$ cat src/rtl/tensor_core_scheduler.sv
// Round-robin arbiter that shares one small tensor core between two requesters,
// sequencing load/start/wait and returning the captured 3x3 result.
module tensor_core_scheduler #(
  parameter int BUS_WIDTH    = 8,
  parameter int CORE_LATENCY = 5,
  parameter int MAT_BITS     = 9 * BUS_WIDTH
) (
  input  logic                  tensor_core_clock,
  input  logic                  tensor_core_reset,
  input  logic [1:0]            req_valid,
  output logic [1:0]            req_ready,
  input  logic [3:0]            req_op,
  input  logic [2*MAT_BITS-1:0] req_a,
  input  logic [2*MAT_BITS-1:0] req_b,
  output logic [1:0]            resp_valid,
  input  logic [1:0]            resp_ready,
  output logic [MAT_BITS-1:0]   resp_data,
  output logic                  busy,
  output logic                  core_write_enable,
  output logic                  core_start,
  output logic [1:0]            core_operation_select,
  output logic [MAT_BITS-1:0]   core_input1,
  output logic [MAT_BITS-1:0]   core_input2,
  input  logic [MAT_BITS-1:0]   core_output
);

  localparam int CW = $clog2(CORE_LATENCY);
  localparam logic [CW-1:0] LAST = CW'(CORE_LATENCY - 1);

  typedef enum logic [2:0] {IDLE, LOAD, START, WAIT, RESP} state_t;

  state_t        state, state_next;
  logic          rr_last;
  logic          owner;
  logic          grant;
  logic          accept;
  logic [CW-1:0] cnt;

  // Single requester wins outright; on contention the one not served last wins.
  always_comb begin
    grant = 1'b0;
    case (req_valid)
      2'b10:   grant = 1'b1;
      2'b11:   grant = ~rr_last;
      default: grant = 1'b0;
    endcase
  end

  always_comb begin
    state_next        = state;
    req_ready         = '0;
    resp_valid        = '0;
    core_write_enable = 1'b0;
    core_start        = 1'b0;
    accept            = 1'b0;
    busy              = (state != IDLE);
    case (state)
      IDLE: begin
        req_ready[grant] = req_valid[grant] & ~tensor_core_reset;
        accept           = req_valid[grant];
        if (accept) state_next = LOAD;
      end
      LOAD: begin
        core_write_enable = 1'b1;
        state_next        = START;
      end
      START: begin
        core_start = 1'b1;
        state_next = WAIT;
      end
      WAIT: begin
        if (cnt == LAST) state_next = RESP;
      end
      RESP: begin
        resp_valid[owner] = 1'b1;
        if (resp_ready[owner]) state_next = IDLE;
      end
      default: state_next = IDLE;
    endcase
  end

  always_ff @(posedge tensor_core_clock or posedge tensor_core_reset) begin
    if (tensor_core_reset) begin
      state                 <= IDLE;
      rr_last               <= 1'b1;
      owner                 <= 1'b0;
      cnt                   <= '0;
      core_input1           <= '0;
      core_input2           <= '0;
      core_operation_select <= '0;
      resp_data             <= '0;
    end else begin
      state <= state_next;
      if (accept) begin
        core_input1           <= grant ? req_a[2*MAT_BITS-1:MAT_BITS] : req_a[MAT_BITS-1:0];
        core_input2           <= grant ? req_b[2*MAT_BITS-1:MAT_BITS] : req_b[MAT_BITS-1:0];
        core_operation_select <= grant ? req_op[3:2] : req_op[1:0];
        owner                 <= grant;
        rr_last               <= grant;
      end
      // Counter wraps to zero on capture, so it is ready for the next WAIT.
      if (state == WAIT) begin
        if (cnt == LAST) begin
          cnt       <= '0;
          resp_data <= core_output;
        end else begin
          cnt <= cnt + 1'b1;
        end
      end
    end
  end

endmodule

$ cat config.mk
export PLATFORM = sky130hd
export DESIGN_NAME = tensor_core_scheduler
export DESIGN_NICKNAME = d
export VERILOG_FILES = /design/src/rtl/tensor_core_scheduler.sv
export SDC_FILE = /design/constraint.sdc
export NUM_CORES = 1
export LEC_CHECK = 0
export CORE_AREA = 5 5 230 232
export CTS_CLUSTER_SIZE = 25
export DETAILED_ROUTE_END_ITERATION = 16
export DIE_AREA = 0 0 235 237
export PLACE_DENSITY_LB_ADDON = 0.15
export SYNTH_ARGS = -nofsm -noshare
export SYNTH_HDL_FRONTEND = slang
export SYNTH_SLANG_ARGS = --single-unit
$ cat constraint.sdc
create_clock -name tensor_core_clock -period 9.8 [get_ports tensor_core_clock]
set_clock_uncertainty 0.05 [all_clocks]
set_input_delay 0.98 -clock tensor_core_clock [delete_from_list [all_inputs] [get_ports tensor_core_clock]]
set_output_delay 0.98 -clock tensor_core_clock [all_outputs]
set_load 0.01 [all_outputs]
==> flow_metrics.tcl, run 1 <==
set metrics [dict create \
    outcome "complete, no violations" \
    clkTransAtPathRegs_ps 60 \
    critPathTopFamily "simple AND/OR/NAND/NOR gates" \
    hp-class "flip-flop to flip-flop" \
    ctsLongestPathBuffers 3 \
    hold_viol_final 0 \
    power.leakage_nw 7.498 \
    fin_ws_ps 5095 \
    final_util_pct 34.53 \
    crit_fanout 72 \
    reg2regPathDepth 4 \
    rows 83 \
    overflow 0 \
    start_util_pct 19.46 \
    drtIter0Drc 420 \
    worstMarginPinSlew_ps 1206 \
    drt_wl_total_um 45080 \
    syn2layout_area_growth_pct 77.46 \
    fmax_mhz 212.5 \
    cp_cell_sequence "nor3_4 > nand3_4 > nor2_1 > clkdlybuf4s50_1" \
    setup_tns_ps 0 \
    wl_per_cell_um 21.70 \
    holdBufCountCts 0 \
    die_y_um 237 \
    whs_path_depth 1 \
    boundaryPins 595 \
    grt_pass1_wl_um 66430 \
    drive_above_1_share_pct 11.73 \
    vias 9031 \
    final_nets 1738 \
    cts_root_buf "clkbuf_16" \
    irDropWorstVdd_mv 0.1379 \
    cts_sinks 226 \
    reg2reg_to "core_input1[66]" \
    vias_per_cell 4.346 \
    cts_tree "done" \
    crit_cells 4 \
    cp-end-kind "output port" \
    syn_nets 1176 \
    syn_inst 804 \
    yosysTopAreaCell "dfrtp_1" \
    syn-cell-area_mm2 0.009882 \
    synth-seq-cells 226 \
    path_class "flip-flop to output port" \
    post_cts_resized 0 \
    drc_errors 0 \
    path_buf_inv 1 \
    grt_max_degree 122 \
    place_hpwl_um 32410 \
    ys_types 29 \
    cap_violations 0 \
    critPathRequiredTime_ps 8770 \
    numCtsBuffers 30 \
    grt_pass1_vias 9739 \
    postCtsSetupRepairBufs 0 \
    r2r_slack_ps 6150 \
    cp_slowest_cell "nand3_4" \
    clk_latency_ps 550 \
    dr.pass1.iters 4 \
    holdPathEnd "resp_data[52]" \
    reg2reg_from "state[1]" \
    maxSlewViolCount 0 \
    setup_viol 0 \
    post-route-period-util_pct 48.01 \
    relSlewSlack_pct 19.39 \
    post_dp_cell_area_mm2 0.01649 \
    ant_nets 0 \
    yosys.area.top_type_share_pct 56.98 \
    place_ws_ps 5427 \
    ys_seq_area_share_pct 57.24 \
    htree_levels 1 \
    rsz0062_at_grt "false" \
    synthTopCellsByArea "dfrtp_1 57%, a21o_1 7.4%, mux2_2 6.8%" \
    io_buffer_count 594 \
    period_needed_ps 4705 \
    slowest_delay_ps 950 \
    core-area_mm2 0.05078 \
    yosys_warnings 0 \
    arrival_ps 3680 \
    worst_setup_path_start_kind "flip-flop" \
    syn_avg_cell_area_um2 12.29 \
    antenna_found_initial 11 \
    total_power_mw 5.006 \
    gp_congestion 0.7696 \
    hold_start "resp_data[52]" \
    fin_area_mm2 0.01754 \
    chipWidth_um 235 \
    dieArea_mm2 0.05570 \
    track_usage_pct 15.36 \
    power_density_mw_per_mm2 285.5 \
]
==> cells in the mapped netlist (all sizes together) <==
cell / number
dfrtp: 225
inv: 105
a21o: 97
o221a: 96
mux2: 74
o21ai: 52
o221ai: 50
clkbuf: 46
buf: 26
nor2: 11
nand2b: 3
nand3: 3
ha: 2
nand2: 2
nor3: 2
o21a: 2
a211oi: 1
a2bb2oi: 1
and3: 1
dfstp: 1
nand3b: 1
nor3b: 1
o22ai: 1
or2: 1
==> metrics by stage <==
step,hold WS [ps],cells
after floorplan,451.4,804
after global placement,420.3,2014
after detailed placement,426.1,2014
after CTS,439.5,2070
after global routing,459.5,2077
final,434.8,2078
==> per-layer routing <==
metal,track usage [%],part of all wire [%],wire length (um)
met5,0,0.073,33
met4,4.442,2.1,952
met3,5.660,8.7,3925
met2,25.90,50,22380
met1,18.47,39,17790
==> flip-flops by register name (all words and copies together) (netlist names) <==
register and flops:
cnt 3, core_input1 72, core_input2 72, core_operation_select 2, owner 1, resp_data 72
rr_last 1, state 3
==> cells in the final DEF, fill, tap and decap left out, types with 2 or more instances in the layout <==
cell type / n
a21o_1: 97
buf_4: 8
bufinv_16: 2
clkbuf_1: 6
clkbuf_16: 31
clkbuf_8: 9
clkdlybuf4s50_1: 594
clkinv_2: 7
dfrtp_1: 225
diode_2: 8
ha_1: 2
inv_1: 104
mux2_1: 14
mux2_2: 60
nand2_1: 2
nand2b_1: 3
nand3_4: 2
nor2_1: 9
nor2_4: 2
o21a_1: 2
o21ai_0: 52
o221a_1: 59
o221a_2: 37
o221ai_1: 50
==> layout make-up <==
cell class	count	area (um^2)
timing repair buffer	602	6006
fill	5095	33250
sequential	226	5657
clock inverter	10	102.6
inverter	105	401.6
clock buffer	46	922.1
antenna	8	20.02
multi-input combinational	401	3577
tap	680	850.8
==> logic make-up (layout without fill, tap and decap cells) <==
group | Yosys count | after routing | share of synthesized area (%)
buffers and inverters | 177 | 763 | 6.964
flip-flops | 226 | 226 | 57.24
AO/OA/AOI/OAI | 300 | 300 | 25.75
AND/OR/NAND/NOR | 25 | 25 | 1.355
other | 0 | 8 | 0
adder cells (fa/ha/maj) | 2 | 2 | 0.2532
multiplexers | 74 | 74 | 8.433
==> report_power, final <==
part | internal (mW) | total, mW | switching [mW]
clock | 0.695 | 1.13 | 0.436
combinational | 1.37 | 2.22 | 0.849
sequential | 1.39 | 1.66 | 0.264
==> worst max-delay path by stage <==
stage / startpoint / end
4_1_cts: state[1] / req_ready[0]
6_report: state[1] / req_ready[0]
5_1_grt: state[1] / req_ready[0]
3_3_place_gp: req_valid[1] / req_ready[0]
3_5_place_dp: req_valid[1] / req_ready[0]
2_1_floorplan: tensor_core_reset / cnt[0]
Note: power is estimated with default switching activity, not from simulation.
==> inputs of run 2 (changes only) <==
clock period = 4.55 ns   (was 9.8 ns; I/O delays follow)
==> run 2 against run 1 <==
Sequential share of layout area down 0.083 points. Sequential power rose by 110%. Critical path depth unchanged. Routed wire length down 1.2%. Largest power group unchanged.
==> flow_metrics.tcl, run 2 (same netlist as run 1, synthesis figures left out) <==
set metrics [dict create \
    worst_setup_path_start_kind "flip-flop" \
    fill_cells 5073 \
    mostFrequentLayoutCells "594 x clkdlybuf4s50_1, 225 x dfrtp_1, 104 x inv_1" \
    cts_root_buf "clkbuf_16" \
    rsz0062_at_grt "false" \
    ant_nets 0 \
    multi_input_area_mm2 0.003577 \
    worstMarginPinSlew_ps 1228 \
    irDropWorstVdd_mv 0.2544 \
    boundaryPins 595 \
    dieArea_mm2 0.05570 \
    power.leakage_nw 7.526 \
    final_nets 1741 \
    cap_violations 0 \
    cts_tree "done" \
    maxSlewViolCount 0 \
    fmax_mhz 334.7 \
    track_usage_pct 14.98 \
    htree_levels 1 \
    period_needed_ps 2988 \
    grt_pass1_vias 9608 \
    clk_latency_ps 580 \
    chipWidth_um 235 \
    arrival_ps 2480 \
    cts_sinks 226 \
    total_power_mw 10.75 \
    dr.pass1.iters 4 \
    ctsLongestPathBuffers 3 \
    vias 9023 \
    drtIter0Drc 349 \
    drt_wl_total_um 44520 \
    io_buffer_count 594 \
    antenna_found_initial 5 \
    post-route-period-util_pct 65.66 \
    rows 83 \
    crit_fanout 52 \
    seq_area_mm2 0.005657 \
    grt_max_degree 149 \
    wl_per_cell_um 21.46 \
    place_hpwl_um 31300 \
    outcome "complete, no violations" \
    whs_ps 142.2 \
    mostFrequentLayoutCell "clkdlybuf4s50_1" \
    die_y_um 237 \
    holdBufCountCts 0 \
    postCtsSetupRepairBufs 0 \
    overflow 0 \
    cp-end-kind "output port" \
    path_class "flip-flop to output port" \
    hp-class "input pin to async pin" \
    relSlewSlack_pct 17.96 \
    vias_per_cell 4.348 \
    numCtsBuffers 30 \
    clkTransAtPathRegs_ps 60 \
    critPathRequiredTime_ps 4050 \
    core-area_mm2 0.05078 \
    syn2layout_area_growth_pct 77.92 \
    post_cts_resized 0 \
    r2r_slack_ps 2380 \
    power_density_mw_per_mm2 611.5 \
    gp_congestion 0.7629 \
    setup_tns_ps 0 \
    final_util_pct 34.62 \
    drc_errors 0 \
    start_util_pct 19.46 \
    setup_viol 0 \
    drive_above_1_share_pct 12.00 \
    hold_viol_final 0 \
    grt_pass1_wl_um 65110 \
    largestRegisters "core_input1 x72, core_input2 x72, resp_data x72" \
]
[run 2: cell count changes in the layout (fill, tap and decap cells not counted)]
cell        before  now
buf_12           0    4
buf_4            8    7
clkbuf_1         6    4
clkbuf_16       31   30
clkinv_2         7    8
clkinv_8         0    1
clkinvlp_4       1    2
diode_2          8    3
inv_8            1    0
[run 2: layer usage]
| metal | global-route usage [%] | share of wire, % | up-vias |
|---|---|---|---|
| met5 | 0 | 0.061 | - |
| met3 | 5.334 | 8.0 | 77 |
| met4 | 5.114 | 3.3 | 4 |
| met2 | 25.35 | 49 | 387 |
| li1 | - | - | 4106 |
| met1 | 17.73 | 40 | 4449 |
[run 2: critical path: stages, from the launching register on]
cell and delay [ps]:
dfrtp_1 470, nor3_4 460, inv_1 80, buf_4 300, clkdlybuf4s50_1 560
[run 2: final timing paths]
kind / from / end / depth (start not counted)
setup / recovery: state[1] / busy / 4
hold / removal: tensor_core_reset / core_input2[38] / 2
setup reg to reg: state[1] / core_input1[66] / 4
hold reg to reg: resp_data[33] / resp_data[33] / 1
max in group asynchronous: tensor_core_reset / core_input2[51] / 3
min in group tensor_core_clock: req_b[33] / core_input2[33] / 3
[run 2: through the flow]
step	instances	instance area (um^2)	worst slack, ps
5_1_grt	2075	17580	1367
6_report	2075	17580	1562
3_3_place_gp	2017	16560	1853
2_1_floorplan	804	9886	1094
3_5_place_dp	2017	16560	1836
4_1_cts	2072	17570	1447
[run 2: final cells by class]
class	instances	area share, %
repair buffers	605	34.57
flip-flops and latches	226	32.17
multi-input cells	401	20.35
clock buffers	43	5.060
well taps	680	4.839
inverters	105	2.263
clock inverters	12	0.7045
diodes	3	0.04270
[run 2: power breakdown]
group,total [mW],leakage (nW),internal (mW),switching (mW)
Combinational,4.77,4.36,2.95,1.82
Clock,2.42,0.506,1.46,0.960
Sequential,3.55,2.66,3.00,0.551
==> inputs of run 3 (changes only) <==
clock period = 3.1 ns   (was 4.55 ns; I/O delays follow)
==> run 3 against run 2 <==
Flip-flop and latch count did not move. Clock power rose by 28%. First-iteration DRC count rose by 18%. Cell count did not move. Global-route usage rose by 0.27 points. Design area barely moved. Worst hold slack improved by 130 ps. Non-clock buffer count rose by 15. Register-to-register slack got worse by 1400 ps. Power rose by 43%. Routed wire length rose by 1.1%. Sequential power rose by 48%. Largest cell class unchanged. Largest power group unchanged.
==> flow_metrics.tcl, run 3 (same netlist as run 1, synthesis figures left out) <==
set metrics [dict create \
    track_usage_pct 15.25 \
    vias 8960 \
    chipWidth_um 235 \
    post-route-period-util_pct 88.04 \
    dieArea_mm2 0.05570 \
    dr.pass1.iters 4 \
    grt_pass1_vias 9748 \
    path_class "flip-flop to output port" \
    numCtsBuffers 28 \
    fin_ws_ps 370.9 \
    start_util_pct 19.46 \
    maxSlewViolCount 0 \
    htree_levels 1 \
    period_needed_ps 2729 \
    place_ws_ps 603.1 \
    cap_violations 0 \
    core-area_mm2 0.05078 \
    cts_sinks 226 \
    worst_setup_path_start_kind "flip-flop" \
    boundaryPins 595 \
    gp_congestion 0.7694 \
    clk_latency_ps 560 \
    layoutNonFillerInstCount 2075 \
    drc_errors 0 \
    cts_root_buf "clkbuf_16" \
    whs_ps 274.3 \
    syn2layout_area_growth_pct 77.94 \
    place_hpwl_um 32870 \
    total_power_mw 15.36 \
    fill_cells 5040 \
    drive_above_1_share_pct 11.99 \
    largestRegisters "core_input1 x72, core_input2 x72, resp_data x72" \
    wl_per_cell_um 21.68 \
    arrival_ps 2370 \
    mostFrequentLayoutCells "594 x clkdlybuf4s50_1, 225 x dfrtp_1, 104 x inv_1" \
    dp.cells 2032 \
    post_dp_cell_area_mm2 0.01675 \
    ctsLongestPathBuffers 3 \
    power.leakage_nw 7.524 \
    final_nets 1754 \
    fmax_mhz 366.4 \
    rows 83 \
    grt_pass1_wl_um 66290 \
    cts_tree "done" \
    overflow 0 \
    drtIter0Drc 411 \
    crit_fanout 7 \
    critPathRequiredTime_ps 2740 \
    relSlewSlack_pct 44.23 \
    setup_viol 0 \
    setup_tns_ps 0 \
    power_density_mw_per_mm2 873.7 \
    cp-end-kind "output port" \
    r2r_slack_ps 940 \
    mostFrequentLayoutCell "clkdlybuf4s50_1" \
    die_y_um 237 \
    post_cts_resized 0 \
    holdBufCountCts 0 \
    grt_max_degree 149 \
    hp-class "input pin to async pin" \
    hold_viol_final 0 \
    antenna_found_initial 5 \
    postCtsSetupRepairBufs 0 \
    worstMarginPinSlew_ps 834.8 \
    final_util_pct 34.63 \
    rsz0062_at_grt "false" \
    fin_area_mm2 0.01758 \
    outcome "complete, no violations" \
    clkTransAtPathRegs_ps 60 \
    vias_per_cell 4.318 \
    ant_nets 0 \
    io_buffer_count 594 \
    irDropWorstVdd_mv 0.3756 \
    drt_wl_total_um 44990 \
]
## run 3: per-layer routing
metal  GRT usage, %  vias up  routed length [um]
met4          3.929        4                 972
met5              0        -                  27
li1               -     4113                   -
met1          18.47     4428               18110
met3          5.008       56                3408
met2          26.26      359               22480
## run 3: layout make-up
| class | instances | area, um^2 | area share, % |
|---|---|---|---|
| timing repair buffer | 620 | 6266 | 35.63 |
| sequential | 226 | 5657 | 32.17 |
| multi-input combinational | 401 | 3577 | 20.34 |
| tap | 680 | 850.8 | 4.838 |
| clock buffer | 37 | 785.8 | 4.468 |
| inverter | 105 | 397.9 | 2.263 |
| clock inverter | 4 | 45.04 | 0.2562 |
| antenna | 2 | 5.005 | 0.02846 |
## run 3: worst max-delay path, cell delays in order, from the launching register on
cell and delay [ps]:
dfrtp_1 460, nor3_4 490, nand3_4 170, nor2_1 130
clkdlybuf4s50_1 550
## run 3: final timing paths
path                                        start              end  cells past startpoint
setup / recovery                         state[1]     req_ready[1]                      4
hold reg to reg                     resp_data[71]    resp_data[71]                      1
setup reg to reg                         state[1]  core_input1[41]                      5
min in group tensor_core_clock          req_b[44]  core_input2[44]                      3
hold / removal                  tensor_core_reset  core_input2[39]                      2
max in group asynchronous       tensor_core_reset    resp_data[57]                      3
## run 3: power by group
group | leakage [nW] | switching (mW) | internal [mW]
combinational | 4.45 | 2.66 | 4.36
clock | 0.411 | 1.28 | 1.82
sequential | 2.66 | 0.831 | 4.41
